===== config.mk =====
export PLATFORM = sky130hd
export DESIGN_NAME = cache_wt
export DESIGN_NICKNAME = d
export VERILOG_FILES = /design/src/rtl/cache_pkg.sv /design/src/rtl/cache_line_ram.sv /design/src/rtl/cache_wt.sv
export SDC_FILE = /design/constraint.sdc
export NUM_CORES = 2
export LEC_CHECK = 0
export CAP_MARGIN = 0
export CORE_MARGIN = 2
export CORE_UTILIZATION = 55
export DETAILED_ROUTE_END_ITERATION = 8
export GPL_TIMING_DRIVEN = 0
export PLACE_DENSITY = 0.71
export RECOVER_POWER = 25
export SLEW_MARGIN = 10
export SYNTH_ARGS = -nofsm -noshare
export SYNTH_HDL_FRONTEND = slang
export SYNTH_SLANG_ARGS = --single-unit

===== constraint.sdc =====
create_clock -name clk -period 11.9 [get_ports clk]
set_input_delay 2.38 -clock clk [delete_from_list [all_inputs] [get_ports clk]]
set_output_delay 2.38 -clock clk [all_outputs]
set_load 0.1 [all_outputs]

===== src/rtl/cache_pkg.sv =====
// rtl/cache_pkg.sv - shared types and helpers for the write-through byte cache
package cache_pkg;

    typedef enum logic [1:0] {
        READY,
        TAG_CHECK,
        REFILL,
        WRITE_MEM
    } state_t;

    // Upper bound for the byte-merge helper; callers size-cast in and out.
    localparam int LINE_W_MAX = 1024;

    function automatic int tag_width(input int addr_w, input int index_w, input int offset_w);
        return addr_w - index_w - offset_w;
    endfunction

    function automatic int line_width(input int offset_w);
        return 8 * (1 << offset_w);
    endfunction

    function automatic logic [LINE_W_MAX-1:0] merge_byte(
        input logic [LINE_W_MAX-1:0] line,
        input int unsigned           offset,
        input logic [7:0]            wbyte
    );
        logic [LINE_W_MAX-1:0] merged;
        merged                  = line;
        merged[offset*8 +: 8]   = wbyte;
        return merged;
    endfunction

endpackage


===== src/rtl/cache_line_ram.sv =====
// rtl/cache_line_ram.sv - line store with synchronous write-first read and clearable valid bits
module cache_line_ram #(
    parameter int INDEX_W = 6,
    parameter int TAG_W   = 5,
    parameter int LINE_W  = 32
) (
    input  logic              clk,
    input  logic              reset,
    input  logic [INDEX_W-1:0] rd_index,
    input  logic              wr_en,
    input  logic [INDEX_W-1:0] wr_index,
    input  logic [TAG_W-1:0]  wr_tag,
    input  logic [LINE_W-1:0] wr_data,
    output logic              rd_valid,
    output logic [TAG_W-1:0]  rd_tag,
    output logic [LINE_W-1:0] rd_data
);
    localparam int DEPTH = 1 << INDEX_W;

    logic [TAG_W+LINE_W-1:0] mem [DEPTH];
    logic [DEPTH-1:0]        valid;
    logic                    bypass;

    assign bypass = wr_en && (wr_index == rd_index);

    always_ff @(posedge clk) begin
        if (wr_en) begin
            mem[wr_index] <= {wr_tag, wr_data};
        end
        if (bypass) begin
            {rd_tag, rd_data} <= {wr_tag, wr_data};
        end else begin
            {rd_tag, rd_data} <= mem[rd_index];
        end
    end

    // Only the valid vector is reset; stale tag/data is masked by it.
    always_ff @(posedge clk) begin
        if (reset) begin
            valid    <= '0;
            rd_valid <= 1'b0;
        end else begin
            if (wr_en) begin
                valid[wr_index] <= 1'b1;
            end
            rd_valid <= bypass ? 1'b1 : valid[rd_index];
        end
    end

endmodule


===== src/rtl/cache_wt.sv =====
// rtl/cache_wt.sv - direct-mapped write-through no-write-allocate byte cache (optional CACHE_STATS_EN counters)
module cache_wt
    import cache_pkg::*;
#(
    parameter int ADDR_W   = 13,
    parameter int INDEX_W  = 6,
    parameter int OFFSET_W = 2
) (
    input  logic                               clk,
    input  logic                               reset,
    input  logic [ADDR_W-1:0]                  addr_from_cpu,
    input  logic                               rreq_from_cpu,
    input  logic                               wreq_from_cpu,
    input  logic [7:0]                         wdata_from_cpu,
    input  logic [cache_pkg::line_width(OFFSET_W)-1:0] rdata_from_mem,
    input  logic                               rvalid_from_mem,
    input  logic                               wack_from_mem,
    output logic [7:0]                         rdata_to_cpu,
    output logic                               hit_to_cpu,
    output logic                               wdone_to_cpu,
    output logic                               rreq_to_mem,
    output logic [ADDR_W-1:0]                  raddr_to_mem,
    output logic                               wreq_to_mem,
    output logic [ADDR_W-1:0]                  waddr_to_mem,
    output logic [7:0]                         wdata_to_mem
`ifdef CACHE_STATS_EN
    ,
    output logic [31:0]                        hit_cnt,
    output logic [31:0]                        miss_cnt
`endif
);
    localparam int TAG_W  = tag_width(ADDR_W, INDEX_W, OFFSET_W);
    localparam int LINE_W = line_width(OFFSET_W);

    state_t state, state_next;

    logic                op_write;
    logic [INDEX_W-1:0]  idx_q;
    logic [TAG_W-1:0]    cur_tag;
    logic [INDEX_W-1:0]  addr_index;
    logic [OFFSET_W-1:0] cur_off;
    logic [INDEX_W-1:0]  rd_index;

    logic                ram_we;
    logic [LINE_W-1:0]   ram_wdata;
    logic                rd_valid;
    logic [TAG_W-1:0]    rd_tag;
    logic [LINE_W-1:0]   rd_data;
    logic                line_hit;
    logic [LINE_W_MAX-1:0] merged_full;

    assign cur_tag    = addr_from_cpu[ADDR_W-1 -: TAG_W];
    assign addr_index = addr_from_cpu[OFFSET_W +: INDEX_W];
    assign cur_off    = addr_from_cpu[OFFSET_W-1:0];

    // The store is read every cycle so the refill write lands in the TAG_CHECK recheck.
    assign rd_index = (state == READY) ? addr_index : idx_q;
    assign line_hit = rd_valid && (rd_tag == cur_tag);

    assign merged_full = merge_byte(LINE_W_MAX'(rd_data), 32'(cur_off), wdata_from_cpu);

    cache_line_ram #(
        .INDEX_W (INDEX_W),
        .TAG_W   (TAG_W),
        .LINE_W  (LINE_W)
    ) u_line_ram (
        .clk      (clk),
        .reset    (reset),
        .rd_index (rd_index),
        .wr_en    (ram_we),
        .wr_index (idx_q),
        .wr_tag   (cur_tag),
        .wr_data  (ram_wdata),
        .rd_valid (rd_valid),
        .rd_tag   (rd_tag),
        .rd_data  (rd_data)
    );

    always_ff @(posedge clk) begin
        if (reset) begin
            state <= READY;
        end else begin
            state <= state_next;
        end
    end

    always_comb begin
        state_next   = state;
        hit_to_cpu   = 1'b0;
        rdata_to_cpu = 8'h00;
        ram_we       = 1'b0;
        ram_wdata    = rdata_from_mem;
        case (state)
            READY: begin
                // A held request is not resampled during the write completion pulse.
                if (!wdone_to_cpu && (wreq_from_cpu || rreq_from_cpu)) begin
                    state_next = TAG_CHECK;
                end
            end
            TAG_CHECK: begin
                if (op_write) begin
                    if (line_hit) begin
                        ram_we    = 1'b1;
                        ram_wdata = merged_full[LINE_W-1:0];
                    end
                    state_next = WRITE_MEM;
                end else if (line_hit) begin
                    hit_to_cpu   = 1'b1;
                    rdata_to_cpu = rd_data[{cur_off, 3'b000} +: 8];
                    state_next   = READY;
                end else begin
                    state_next = REFILL;
                end
            end
            REFILL: begin
                if (rvalid_from_mem) begin
                    ram_we     = 1'b1;
                    ram_wdata  = rdata_from_mem;
                    state_next = TAG_CHECK;
                end
            end
            WRITE_MEM: begin
                if (wack_from_mem) begin
                    state_next = READY;
                end
            end
            default: state_next = READY;
        endcase
    end

    always_ff @(posedge clk) begin
        if (reset) begin
            op_write     <= 1'b0;
            idx_q        <= '0;
            rreq_to_mem  <= 1'b0;
            raddr_to_mem <= '0;
            wreq_to_mem  <= 1'b0;
            waddr_to_mem <= '0;
            wdata_to_mem <= 8'h00;
            wdone_to_cpu <= 1'b0;
        end else begin
            wdone_to_cpu <= (state == WRITE_MEM) && wack_from_mem;
            if (state == READY && state_next == TAG_CHECK) begin
                op_write <= wreq_from_cpu;
                idx_q    <= addr_index;
            end
            if (state == TAG_CHECK && state_next == REFILL) begin
                rreq_to_mem  <= 1'b1;
                raddr_to_mem <= {cur_tag, idx_q, {OFFSET_W{1'b0}}};
            end
            if (state == REFILL && rvalid_from_mem) begin
                rreq_to_mem  <= 1'b0;
                raddr_to_mem <= '0;
            end
            if (state == TAG_CHECK && state_next == WRITE_MEM) begin
                wreq_to_mem  <= 1'b1;
                waddr_to_mem <= addr_from_cpu;
                wdata_to_mem <= wdata_from_cpu;
            end
            if (state == WRITE_MEM && wack_from_mem) begin
                wreq_to_mem  <= 1'b0;
                waddr_to_mem <= '0;
                wdata_to_mem <= 8'h00;
            end
        end
    end

`ifdef CACHE_STATS_EN
    logic refilled;

    // The post-refill recheck is a guaranteed hit and must not count as one.
    always_ff @(posedge clk) begin
        if (reset) begin
            refilled <= 1'b0;
            hit_cnt  <= '0;
            miss_cnt <= '0;
        end else begin
            if (state == READY) begin
                refilled <= 1'b0;
            end else if (state == REFILL && rvalid_from_mem) begin
                refilled <= 1'b1;
            end
            if (state == TAG_CHECK && !op_write) begin
                if (line_hit && !refilled && hit_cnt != '1) begin
                    hit_cnt <= hit_cnt + 32'd1;
                end
                if (!line_hit && miss_cnt != '1) begin
                    miss_cnt <= miss_cnt + 32'd1;
                end
            end
        end
    end
`endif

endmodule

==> metrics list <==
* Primary flip-flop cell chosen by synthesis mapping: sky130_fd_sc_hd__edfxtp_1
- List of most frequent post-synthesis cells: 2,368 x sky130_fd_sc_hd__edfxtp_1, 720 x sky130_fd_sc_hd__mux4_2, 145 x sky130_fd_sc_hd__clkbuf_1
- The count of final max-slew check failures was 400.
- Number of buffers added to fix hold violations after cts: 0
- CTS root buffer: sky130_fd_sc_hd__clkbuf_16
- Cell family contributing the most delay on the critical path: buffers and inverters
- Synthesized area per cell: roughly 22 um^2
* Worst-case clock buffer depth: 3
- Total chip power: about 24 mW
- Detail-routed via count per cell: 6.852
- Gates resized, CTS repair: 0
* Maximum Capacitance Violations: 19
- Data arrives at the worst endpoint at roughly 8400 ps.
- The worst setup path is launched from an input port.
- Summing all multi-input logic gate instances after layout gives roughly 0.022 mm^2.
- Final wirelength: 288,000 um
- Share of layout cells above drive strength 1: 28.86%
- Counting buffers and inverters, the worst setup path is 10 cells deep.
- Antenna violations before repair: 9
- Final TNS setup: 0 ps
* Cell with the most instances after synthesis: sky130_fd_sc_hd__edfxtp_1
* Register area: around 0.073 mm^2
- Fin crit period: roughly 11,000 ps
* Hold violation count in the final report: 0
- TritonCTS created around 230 clock buffers.
- In this run, the number of DRC markers left after iteration 0 of detailed routing was around 8,900.
- The clock tree synthesis step divided the H-tree into 4 levels.
- Summing the sequential cell areas from Yosys gives 76.13% of the chip area.
- Pin count of the biggest net entering global routing: 65
- Share of flip-flops with an asynchronous set or reset: 0%
* Worst-path fanout max: 47
* Chip width: approximately 420 um
- VDD IR-drop max: around 0.15 mV
- The HPWL after detailed placement is 202,300 um.
- Clock tree from TritonCTS: done
- Area inside the core boundary: 0.1740 mm^2
- From bottom edge to top edge, the die measures 422.7 um.
- STA classifies the critical path endpoint as an output port.
- Setup violations remaining at the end of the flow were counted as 0.
- Leakage component of the power: 35.20 nW
* Depth of the worst hold-timing path: 1
* Fill cell total of the finished layout: about 11,000
- Type of the setup path with the least slack: input port to output port
- The initialized floorplan defines approximately 150 standard-cell rows.
- Cell type with the highest occurrence count on the critical path: sky130_fd_sc_hd__clkbuf_1
* Number of distinct library cells after synthesis: 64
- The final critical path takes up between 90 and 100% of the cycle.
* Setup slack after placement: ~2600 ps
* Clock Skews: 53.73 ps
- 105 I/O pins were placed.
- Total global-route track usage: about a third
* Number of flip-flops and latches in the synthesized netlist: between 2,000 and 2,500
- Vias in the first global route: 50,730
- Power per Cell Area: around 220 mW/mm^2
- Clk slew on worst S/H paths: approximately 60 ps
* Setup fix buffers added after clock tree synthesis: 0
* Total instance count after detailed placement: between 7,000 and 8,000
- The checks that failed: capacitance limit, slew limit.
- After detailed routing, the number of remaining DRC violations is 0.
- Post-route setup slack: between 1000 and 1500 ps
- During synthesis, Yosys emitted a total of 0 warnings.
* Die area: between 0.15 and 0.2 mm^2
- The first global-routing pass estimated ~400,000 um of wire.
- The finished layout holds roughly 7,600 standard cells, fillers aside.
- The tightest hold path in the finished design has a slack of ~470 ps.
- Summed over its instances, the top area cell type makes up approximately three quarters of the synthesized netlist area.
- Cell area after placement: about 0.11 mm^2
* Critical Path Max Stage Delay: ~1700 ps
- CP max-delay cell: sky130_fd_sc_hd__clkbuf_1
- Counting cells, the worst reg-to-reg path comes to 14.
- Max Freq: between 90 and 100 MHz
- Clock sinks: roughly 2,500
- At the worst endpoint, the required time is between 9000 and 10,000 ps.
* Layout overhead on the synthesized area: 15.98%
- # nets final: between 5,000 and 6,000
- Summing over every cut layer, the via total after detailed routing is roughly 52,000.
- Initial core utilization: 55.41%
- Slew @ Worst Pin: about 3400 ps
- Cell type contributing the most total cell area after synthesis: sky130_fd_sc_hd__edfxtp_1
- Outcome: finished, violations left
- Routability congestion estimate: about 0.9
- At the end of the flow the core is filled with cells to about 64%.
- Setup repair after global routing left no endpoint under its margin.
- Total congestion overflow after global routing: 0
- The worst hold path belongs to the class flip-flop to flip-flop.
- After synthesis, the cell types taking the most area are sky130_fd_sc_hd__edfxtp_1 74%, sky130_fd_sc_hd__mux4_2 17%, sky130_fd_sc_hd__dfxtp_1 2.4%, sky130_fd_sc_hd__mux2i_1 1.1%, sky130_fd_sc_hd__clkbuf_1 0.56%.
* Combined area of all synthesized cells: 0.09642 mm^2
- Worst path cell trace: clkbuf_1 -> clkbuf_1 -> o31ai_1 -> and4b_1 -> o31ai_1 -> or4_1 -> or2_2 -> clkbuf_1 -> nor2_1 -> clkdlybuf4s50_1
* Design Area, Final: between 0.1 and 0.15 mm^2
- The count of nets left with antenna violations once routing finished came out at 0.
* Instance count of the mapped netlist: roughly 4,400
- Pre-antenna DRT Iters: 7
* Clock network latency to the later pin of the worst-skew pair: around 910 ps
- WL/cell: between 30 and 40 um
- Buffers placed on the I/O ports in this run total ~100.
- Counting both buffers and inverters, the worst setup path holds a total of 4.
- Number of synthesized flops with an enable pin: around 2,400
- Headroom to the max-slew limit came out at -129.5%.
==> state kept, by name, indices dropped and copies added (netlist names), named ones only <==
name	cells
wreq_to_mem	1
wdone_to_cpu	1
u_line_ram.valid	64
op_write	1
rreq_to_mem	1
state	2
raddr_to_mem	11
idx_q	6
u_line_ram.mem	2368
waddr_to_mem	13
wdata_to_mem	8
u_line_ram.rd_valid	1
==> cell families (layout without fill, tap and decap cells) <==
logic type      count (synthesis)  in the layout  synth area share, %
xor+xnor                        6              6              0.05450
simple gates                  378            378                1.888
other cells                     1              6             0.003889
buf+inv                       312           1268                1.431
flops                        2483           2483                76.13
fa+ha+maj                      10             10               0.1298
compound gates                325            325                2.288
mux                           839            839                18.07
==> layer usage <==
metal / share of wire (%) / vias to the layer above / track usage, % / routed length [um]
li1: - / 20002 / - / -
met1: 35 / 27520 / 44.45 / 100600
met2: 47 / 4125 / 49.48 / 134000
met3: 13 / 703 / 8.402 / 36460
met4: 5.9 / 2 / 15.44 / 16960
met5: 0.0045 / - / 0 / 13
==> cell type report <==
type / instances / area share [%]
inverter: 47 / 0.1600
timing repair buffer: 524 / 4.191
multi-input combinational: 1560 / 19.69
sequential: 2483 / 65.65
antenna: 4 / 0.008951
tap: 2325 / 2.601
clock buffer: 281 / 5.386
buffer: 265 / 1.083
clock inverter: 151 / 1.230
==> path summary, 6_finish.rpt <==
kind | start | to | slack (ps)
setup / recovery | addr_from_cpu[11] | rdata_to_cpu[7] | 1080
hold reg to reg | u_line_ram.valid[51] | u_line_ram.valid[51] | 470
setup reg to reg | flip-flop | u_line_ram.mem[17][15] | 3490
hold / removal | u_line_ram.valid[51] | u_line_ram.valid[51] | 470
==> cell usage in the layout, fill, tap and decap left out, drive strengths merged, types with 18 or more instances in the layout <==
cell type | Yosys | final
nor3 | 71 | 71
dlygate4sd3 | 0 | 40
inv | 46 | 51
buf | 120 | 419
mux2i | 103 | 103
o22ai | 18 | 18
nor2 | 44 | 44
o21ai | 75 | 75
dfxtp | 115 | 115
clkinv | 1 | 125
a21oi | 67 | 67
mux4 | 720 | 720
a22oi | 53 | 53
clkdlybuf4s50 | 0 | 56
nor2b | 18 | 18
o2bb2ai | 33 | 33
nand3 | 50 | 50
clkbuf | 145 | 555
nand2 | 132 | 132
edfxtp | 2368 | 2368
==> where the power goes <==
part           internal, mW  switching, mW
Sequential             9.61         0.0317
Combinational          3.07           4.49
Clock                  3.95           3.29
Total                  16.6           7.82
No activity file was read; power rests on OpenSTA's default activity.
